===== src/rtl/auto_freq_pkg.sv =====
// Shared definitions for the auto frequency controller: FSM encoding,
// parameter defaults and result widths.
package auto_freq_pkg;

    typedef enum logic [2:0] {
        IDLE = 3'd0,
        ARM  = 3'd1,
        MEAS = 3'd2,
        DIV  = 3'd3,
        CONV = 3'd4,
        DONE = 3'd5
    } state_t;

    localparam int CLK_MS_COUNT_DEF = 50000;
    localparam int TIMEOUT_MS_DEF   = 2000;
    localparam int DVND_DEF         = 1000;

    localparam int FREQ_W = 10;
    localparam int BCD_W  = 16;
    localparam int DIV_W  = 20;

endpackage


===== src/rtl/ms_tick_gen.sv =====
// Free-running millisecond counter: counts 0..CLK_MS_COUNT-1 while enabled
// and flags the wrap cycle on tick.
module ms_tick_gen
    import auto_freq_pkg::*;
#(
    parameter int CLK_MS_COUNT = CLK_MS_COUNT_DEF
) (
    input  logic clk,
    input  logic reset,
    input  logic clr,
    input  logic en,
    output logic tick
);

    localparam int W = (CLK_MS_COUNT > 1) ? $clog2(CLK_MS_COUNT) : 1;
    localparam logic [W-1:0] LAST = W'(CLK_MS_COUNT - 1);

    logic [W-1:0] cnt;

    assign tick = en && (cnt == LAST);

    always_ff @(posedge clk) begin
        if (!reset || clr)
            cnt <= '0;
        else if (en)
            cnt <= tick ? '0 : cnt + W'(1);
    end

endmodule


===== src/rtl/auto_freq_ctrl.sv =====
// Sequences period measurement, DVND/period division and binary-to-BCD
// conversion, with a millisecond timeout on the period measurement.
module auto_freq_ctrl
    import auto_freq_pkg::*;
#(
    parameter int CLK_MS_COUNT = CLK_MS_COUNT_DEF,
    parameter int TIMEOUT_MS   = TIMEOUT_MS_DEF,
    parameter int DVND         = DVND_DEF
) (
    input  logic                clk,
    input  logic                reset,
    input  logic                start,
    input  logic                prd_ready,
    input  logic                prd_done_tick,
    input  logic [FREQ_W-1:0]   prd,
    output logic                prd_start,
    input  logic                div_ready,
    input  logic                div_done_tick,
    input  logic [DIV_W-1:0]    quo,
    output logic                div_start,
    output logic [DIV_W-1:0]    dvsr,
    output logic [DIV_W-1:0]    dvnd,
    input  logic                b2b_ready,
    input  logic                b2b_done_tick,
    input  logic [BCD_W-1:0]    bcd,
    output logic                b2b_start,
    output logic [FREQ_W-1:0]   bin,
    output logic                ready,
    output logic                done_tick,
    output logic                err,
    output logic [FREQ_W-1:0]   freq,
    output logic [BCD_W-1:0]    freq_bcd
);

    localparam int TO_W = (TIMEOUT_MS > 0) ? $clog2(TIMEOUT_MS + 1) : 1;

    state_t              state, state_nxt;
    logic                ms_clr, ms_en, ms_tick;
    logic [TO_W-1:0]     to_cnt;
    logic [FREQ_W-1:0]   prd_lat;
    logic                div_issued, b2b_issued;
    logic                prd_acc, div_acc, b2b_acc, timeout;

    ms_tick_gen #(.CLK_MS_COUNT(CLK_MS_COUNT)) u_ms_tick (
        .clk   (clk),
        .reset (reset),
        .clr   (ms_clr),
        .en    (ms_en),
        .tick  (ms_tick)
    );

    // Completion ticks only count once the matching start pulse has gone out.
    assign prd_acc = prd_done_tick && !prd_start;
    assign div_acc = div_done_tick && div_issued;
    assign b2b_acc = b2b_done_tick && b2b_issued;
    assign timeout = (to_cnt == TO_W'(TIMEOUT_MS));

    assign dvnd = DIV_W'(DVND);
    assign dvsr = {{(DIV_W - FREQ_W){1'b0}}, prd_lat};
    assign bin  = freq;

    always_ff @(posedge clk) begin
        if (!reset)
            state <= IDLE;
        else
            state <= state_nxt;
    end

    always_comb begin
        state_nxt = state;
        case (state)
            IDLE: if (start)     state_nxt = ARM;
            ARM:  if (prd_ready) state_nxt = MEAS;
            MEAS: begin
                if (prd_acc)
                    state_nxt = (prd == '0) ? CONV : DIV;
                else if (timeout)
                    state_nxt = DONE;
            end
            DIV:  if (div_acc)   state_nxt = CONV;
            CONV: if (b2b_acc)   state_nxt = DONE;
            DONE:                state_nxt = IDLE;
            default:             state_nxt = IDLE;
        endcase
    end

    always_comb begin
        ready     = (state == IDLE);
        done_tick = (state == DONE);
        ms_en     = (state == MEAS);
        ms_clr    = (state == ARM);
    end

    always_ff @(posedge clk) begin
        if (!reset) begin
            prd_start  <= 1'b0;
            div_start  <= 1'b0;
            b2b_start  <= 1'b0;
            div_issued <= 1'b0;
            b2b_issued <= 1'b0;
            to_cnt     <= '0;
            prd_lat    <= '0;
            freq       <= '0;
            freq_bcd   <= '0;
            err        <= 1'b0;
        end else begin
            prd_start  <= (state == ARM) && prd_ready;
            div_start  <= (state == DIV) && div_ready && !div_issued;
            div_issued <= (state == DIV) && (div_issued || div_ready);
            b2b_start  <= (state == CONV) && b2b_ready && !b2b_issued;
            b2b_issued <= (state == CONV) && (b2b_issued || b2b_ready);

            if (state == ARM)
                to_cnt <= '0;
            else if ((state == MEAS) && ms_tick && !timeout)
                to_cnt <= to_cnt + TO_W'(1);

            if ((state == IDLE) && start)
                err <= 1'b0;

            if (state == MEAS) begin
                if (prd_acc) begin
                    prd_lat <= prd;
                    if (prd == '0) begin
                        err  <= 1'b1;
                        freq <= '0;
                    end
                end else if (timeout) begin
                    err <= 1'b1;
                end
            end

            // Quotients beyond 10 bits saturate and flag an error.
            if ((state == DIV) && div_acc) begin
                if (quo[DIV_W-1:FREQ_W] != '0) begin
                    freq <= '1;
                    err  <= 1'b1;
                end else begin
                    freq <= quo[FREQ_W-1:0];
                end
            end

            if ((state == CONV) && b2b_acc)
                freq_bcd <= bcd;
        end
    end

endmodule


===== config.mk =====
export PLATFORM = sky130hd
export DESIGN_NAME = auto_freq_ctrl
export DESIGN_NICKNAME = d
export VERILOG_FILES = /design/src/rtl/auto_freq_pkg.sv /design/src/rtl/ms_tick_gen.sv /design/src/rtl/auto_freq_ctrl.sv
export SDC_FILE = /design/constraint.sdc
export NUM_CORES = 1
export LEC_CHECK = 0
export ABC_CLOCK_PERIOD_IN_PS = 5200
export BUFFER_PORTS_ARGS = -buffer_cell sky130_fd_sc_hd__buf_4
export CAP_MARGIN = 20
export CORE_MARGIN = 2
export CORE_UTILIZATION = 25
export DETAILED_ROUTE_END_ITERATION = 16
export HOLD_SLACK_MARGIN = 0.1
export SLEW_MARGIN = 25
export SYNTH_ARGS = -nofsm -noshare
export SYNTH_HDL_FRONTEND = slang
export SYNTH_SLANG_ARGS = --single-unit

===== constraint.sdc =====
create_clock -name clk -period 5.2 [get_ports clk]
set_clock_uncertainty 0.15 [all_clocks]
set_input_delay 1.04 -clock clk [delete_from_list [all_inputs] [get_ports clk]]
set_output_delay 1.04 -clock clk [all_outputs]
set_load 0.02 [all_outputs]

==> key figures <==
Clock tree
  • Clock-pin slew reported for the worst setup and hold paths after clock tree synthesis: 0.06 ns
  • Root Driver: sky130_fd_sc_hd__clkbuf_16
  • Max clock buf depth: 2
  • Clk_lat worst skew: 0.33 ns
  • Clock tree from TritonCTS: yes
  • Max H-tree Level: 3
  • Number of buffers added to fix hold violations after cts: 0
  • Inserted Clock Buffers: 9
  • Number of gates resized after cts: 0
  • Post-CTS Setup Bufs: 0
  • TritonCTS Sinks: 72

Timing
  • Accumulated negative setup slack: 0 ns
  • Peak clock frequency supported by timing: 0.3600 GHz
  • Transition at the pin with the smallest max-transition slack: 0.8376 ns
  • Number of hold violations in the final report: 0
  • Worst hold margin: 0.2993 ns
  • Max transition margin: 44.04%
  • Number of setup violations in the final report: 0
  • Final period util: 53.42%
  • Unrepaired setup endpoints after global routing: false
  • Total count of max-transition violations in the final report: 0
  • Min Tclk post-route: 2.778 ns
  • Setup WS post-layout: 2.422 ns

Yosys
  • Largest cells by area after synthesis: sky130_fd_sc_hd__dfxtp_1 (40%), sky130_fd_sc_hd__buf_4 (8.3%), sky130_fd_sc_hd__nand2_1 (7.7%)
  • Post-synthesis average cell area: 8.092 µm²
  • Post-synth top flop: sky130_fd_sc_hd__dfxtp_1
  • Yosys top cell area share: 39.67%
  • Leading cell type by number of instances after synthesis: sky130_fd_sc_hd__nand2_1
  • Sequential share of the synthesized area: 39.67%
  • Number of synthesis warnings: 0
  • Post-synthesis cell count: 449
  • EDFF count, synth: 0
  • Yosys reg bits: 72
  • Share of synthesized flip-flops with an asynchronous set or reset: 0%
  • Top cells by instance count after synthesis: sky130_fd_sc_hd__nand2_1 (75), sky130_fd_sc_hd__dfxtp_1 (72), sky130_fd_sc_hd__buf_4 (40)
  • Netlist Area Pre-Place: 3633 µm²
  • Count of unique library cells instantiated by Yosys: 48
  • Top cell type by total area after synthesis: sky130_fd_sc_hd__dfxtp_1

Floorplanning
  • Die Y-Extent: 124.6 µm
  • Row count: 44
  • Area enclosed by the die boundary: 15,510 µm²
  • Area of the placeable core: 14,370 µm²
  • Ports: 137
  • Width of the chip: 124.6 µm
  • Initial core utilization: 25.29%

Global routing
  • Number of antenna violations at the first check in global routing: 0
  • First-pass GRT wire length: 15,300 µm
  • Number of global-route vias before repair: 3,117
  • Remaining Overflow, GRT: 0
  • Global-route usage over all layers: 11.84%
  • Largest net degree at the start of global routing: 36

Finish
  • Sequential standard cell area: 1441 µm²
  • Antenna cell count: 0
  • Fillers: 1,498
  • Number of nets in the layout: 591
  • Multi-input gate area: 1829 µm²
  • Layout cell share with drive strength beyond 1: 24.02%
  • Layout overhead on the synthesized area: 30.51%
  • Final standard cell count with taps included and fillers excluded: 721

Pwr
  • Sequential Power Share: 38.4%
  • Net switching power of the design: 454.3 µW
  • Clock network power share: 43.3%
  • Total power draw: 1628 µW
  • Worst IR Drop VDD: 0.0001589 V
  • Internal power contribution: 1174 µW
  • Standby leakage power: 0.001830 µW
  • Gate power share: 18.3%
  • Sw Ratio: 27.90%
  • Total power per unit cell area: 343.4 nW/µm²

Placement
  • Detailed placement HPWL: 6808 µm
  • Number of input and output port buffers inserted: 106
  • Placed cell count: 706
  • Placement-stage worst setup slack: 2.450 ns
  • Global placement routability congestion: 0.7609

Detailed routing
  • Wirelength per Cell: 12.76 µm
  • Total Wirelength: 9198 µm
  • DRC violation total after the first TritonRoute iteration: 164
  • Number of search-and-repair iterations in the first detailed-routing pass: 4
  • Number of vias in the routed layout: 3,328
  • Via/cell ratio: 4.616
  • Routed Antenna Nets: 0
  • Post-route DRC: 0

Hold path
  • Path class of the lowest-slack min-delay path: register to register

Status
  • Run status: finished, final reports clean

Critical path
  • Start-to-end type of the worst setup path: register to output pin
  • CP Max Fanout: 18
  • Critical Path Start Type: register
  • Data required time at the worst endpoint: 4.01 ns
  • CP Data Arrival Time: 1.59 ns
  • Nature of the critical path endpoint: output pin

Run
  • Reported max-cap violation count: 0
-- area by class of cell --
cell class / count / share of cell area, %
Multi-Input combinational cell: 320 / 38.58
Sequential cell: 72 / 30.40
Inverter: 19 / 1.504
Clock inverter: 3 / 1.900
Clock buffer: 12 / 5.198
Timing Repair Buffer: 111 / 17.57
Tap cell: 184 / 4.855
-- flip-flops by register name, indices dropped and copies added (netlist names) --
| signal | count |
|---|---|
| freq_bcd | 16 |
| state | 3 |
| div_issued | 1 |
| err | 1 |
| div_start | 1 |
| u_ms_tick.cnt | 16 |
| b2b_issued | 1 |
| bin | 10 |
| prd_lat | 10 |
| b2b_start | 1 |
| to_cnt | 11 |
| prd_start | 1 |
-- power by group through the flow --
stage          clock network [µW]  logic (µW)  registers, µW
2_1_floorplan                   0         241            606
5_1_grt                       741         326            634
4_1_cts                       717         296            624
3_3_place_gp                    0         292            633
6_report                      705         298            626
3_5_place_dp                    0         295            635
-- kinds of logic (layout without fill, tap and decap cells) --
kind of cell	Yosys count	count (layout)	share of synthesized area, %
adders and majority gates	3	3	1.033
xor gates and xnor gates	7	7	1.687
AOI/OAI and AO/OA	100	100	17.84
other	2	30	0.2067
DFF	72	72	39.67
and+or+nand+nor	171	171	23.90
muxes	9	9	2.479
buffers and inverters	85	145	13.19
-- metal layers --
metal	global-route usage (%)	wire (µm)	up-vias
met5	0	0	-
met4	3.635	74	0
met3	3.737	503	6
met2	18.90	4357	92
met1	15.27	4263	1552
li1	-	-	1678
-- critical path, stage by stage, from the launching register on --
cell	delay, ns
sky130_fd_sc_hd__dfxtp_1	0.67
sky130_fd_sc_hd__inv_1	0.24
sky130_fd_sc_hd__nor2_1	0.18
sky130_fd_sc_hd__buf_4	0.16
-- cell usage in the layout (no fill, tap or decap), types with 5 or more instances in the layout --
master and n:
sky130_fd_sc_hd__buf_4 111, sky130_fd_sc_hd__nand2_1 75, sky130_fd_sc_hd__dfxtp_1 72, sky130_fd_sc_hd__a21oi_1 37, sky130_fd_sc_hd__conb_1 30, sky130_fd_sc_hd__o21a_1 20
sky130_fd_sc_hd__inv_1 19, sky130_fd_sc_hd__nor2_1 15, sky130_fd_sc_hd__or3_1 14, sky130_fd_sc_hd__nor3_1 12, sky130_fd_sc_hd__nand4_1 10, sky130_fd_sc_hd__a211oi_1 10
sky130_fd_sc_hd__nand3_1 9, sky130_fd_sc_hd__o21ai_0 9, sky130_fd_sc_hd__mux2i_1 9, sky130_fd_sc_hd__clkbuf_16 9, sky130_fd_sc_hd__nand2b_1 6, sky130_fd_sc_hd__xnor2_1 6
sky130_fd_sc_hd__or4_1 6, sky130_fd_sc_hd__o311ai_0 5
-- stage by stage --
step	cell area [µm²]	utilization (%)
2_1_floorplan	3739	-
6_report	4742	33.00
4_1_cts	4736	32.96
3_5_place_dp	4399	30.62
5_1_grt	4742	33.00
3_3_place_gp	4399	30.62
-- final timing paths --
| check | start | endpoint | slack (ns) | cells after the start |
|---|---|---|---|---|
| max | state[0]$_SDFFE_PN0P_ | done_tick | 2.42 | 3 |
| min | div_issued$_SDFF_PN0_ | div_start$_SDFF_PN0_ | 0.30 | 1 |
| max reg2reg | state[1]$_SDFFE_PN0P_ | to_cnt[2]$_SDFFE_PP0P_ | 2.47 | 4 |
| min reg2reg | div_issued$_SDFF_PN0_ | div_start$_SDFF_PN0_ | 0.30 | 1 |
Note: power is estimated with default switching activity, not from simulation.
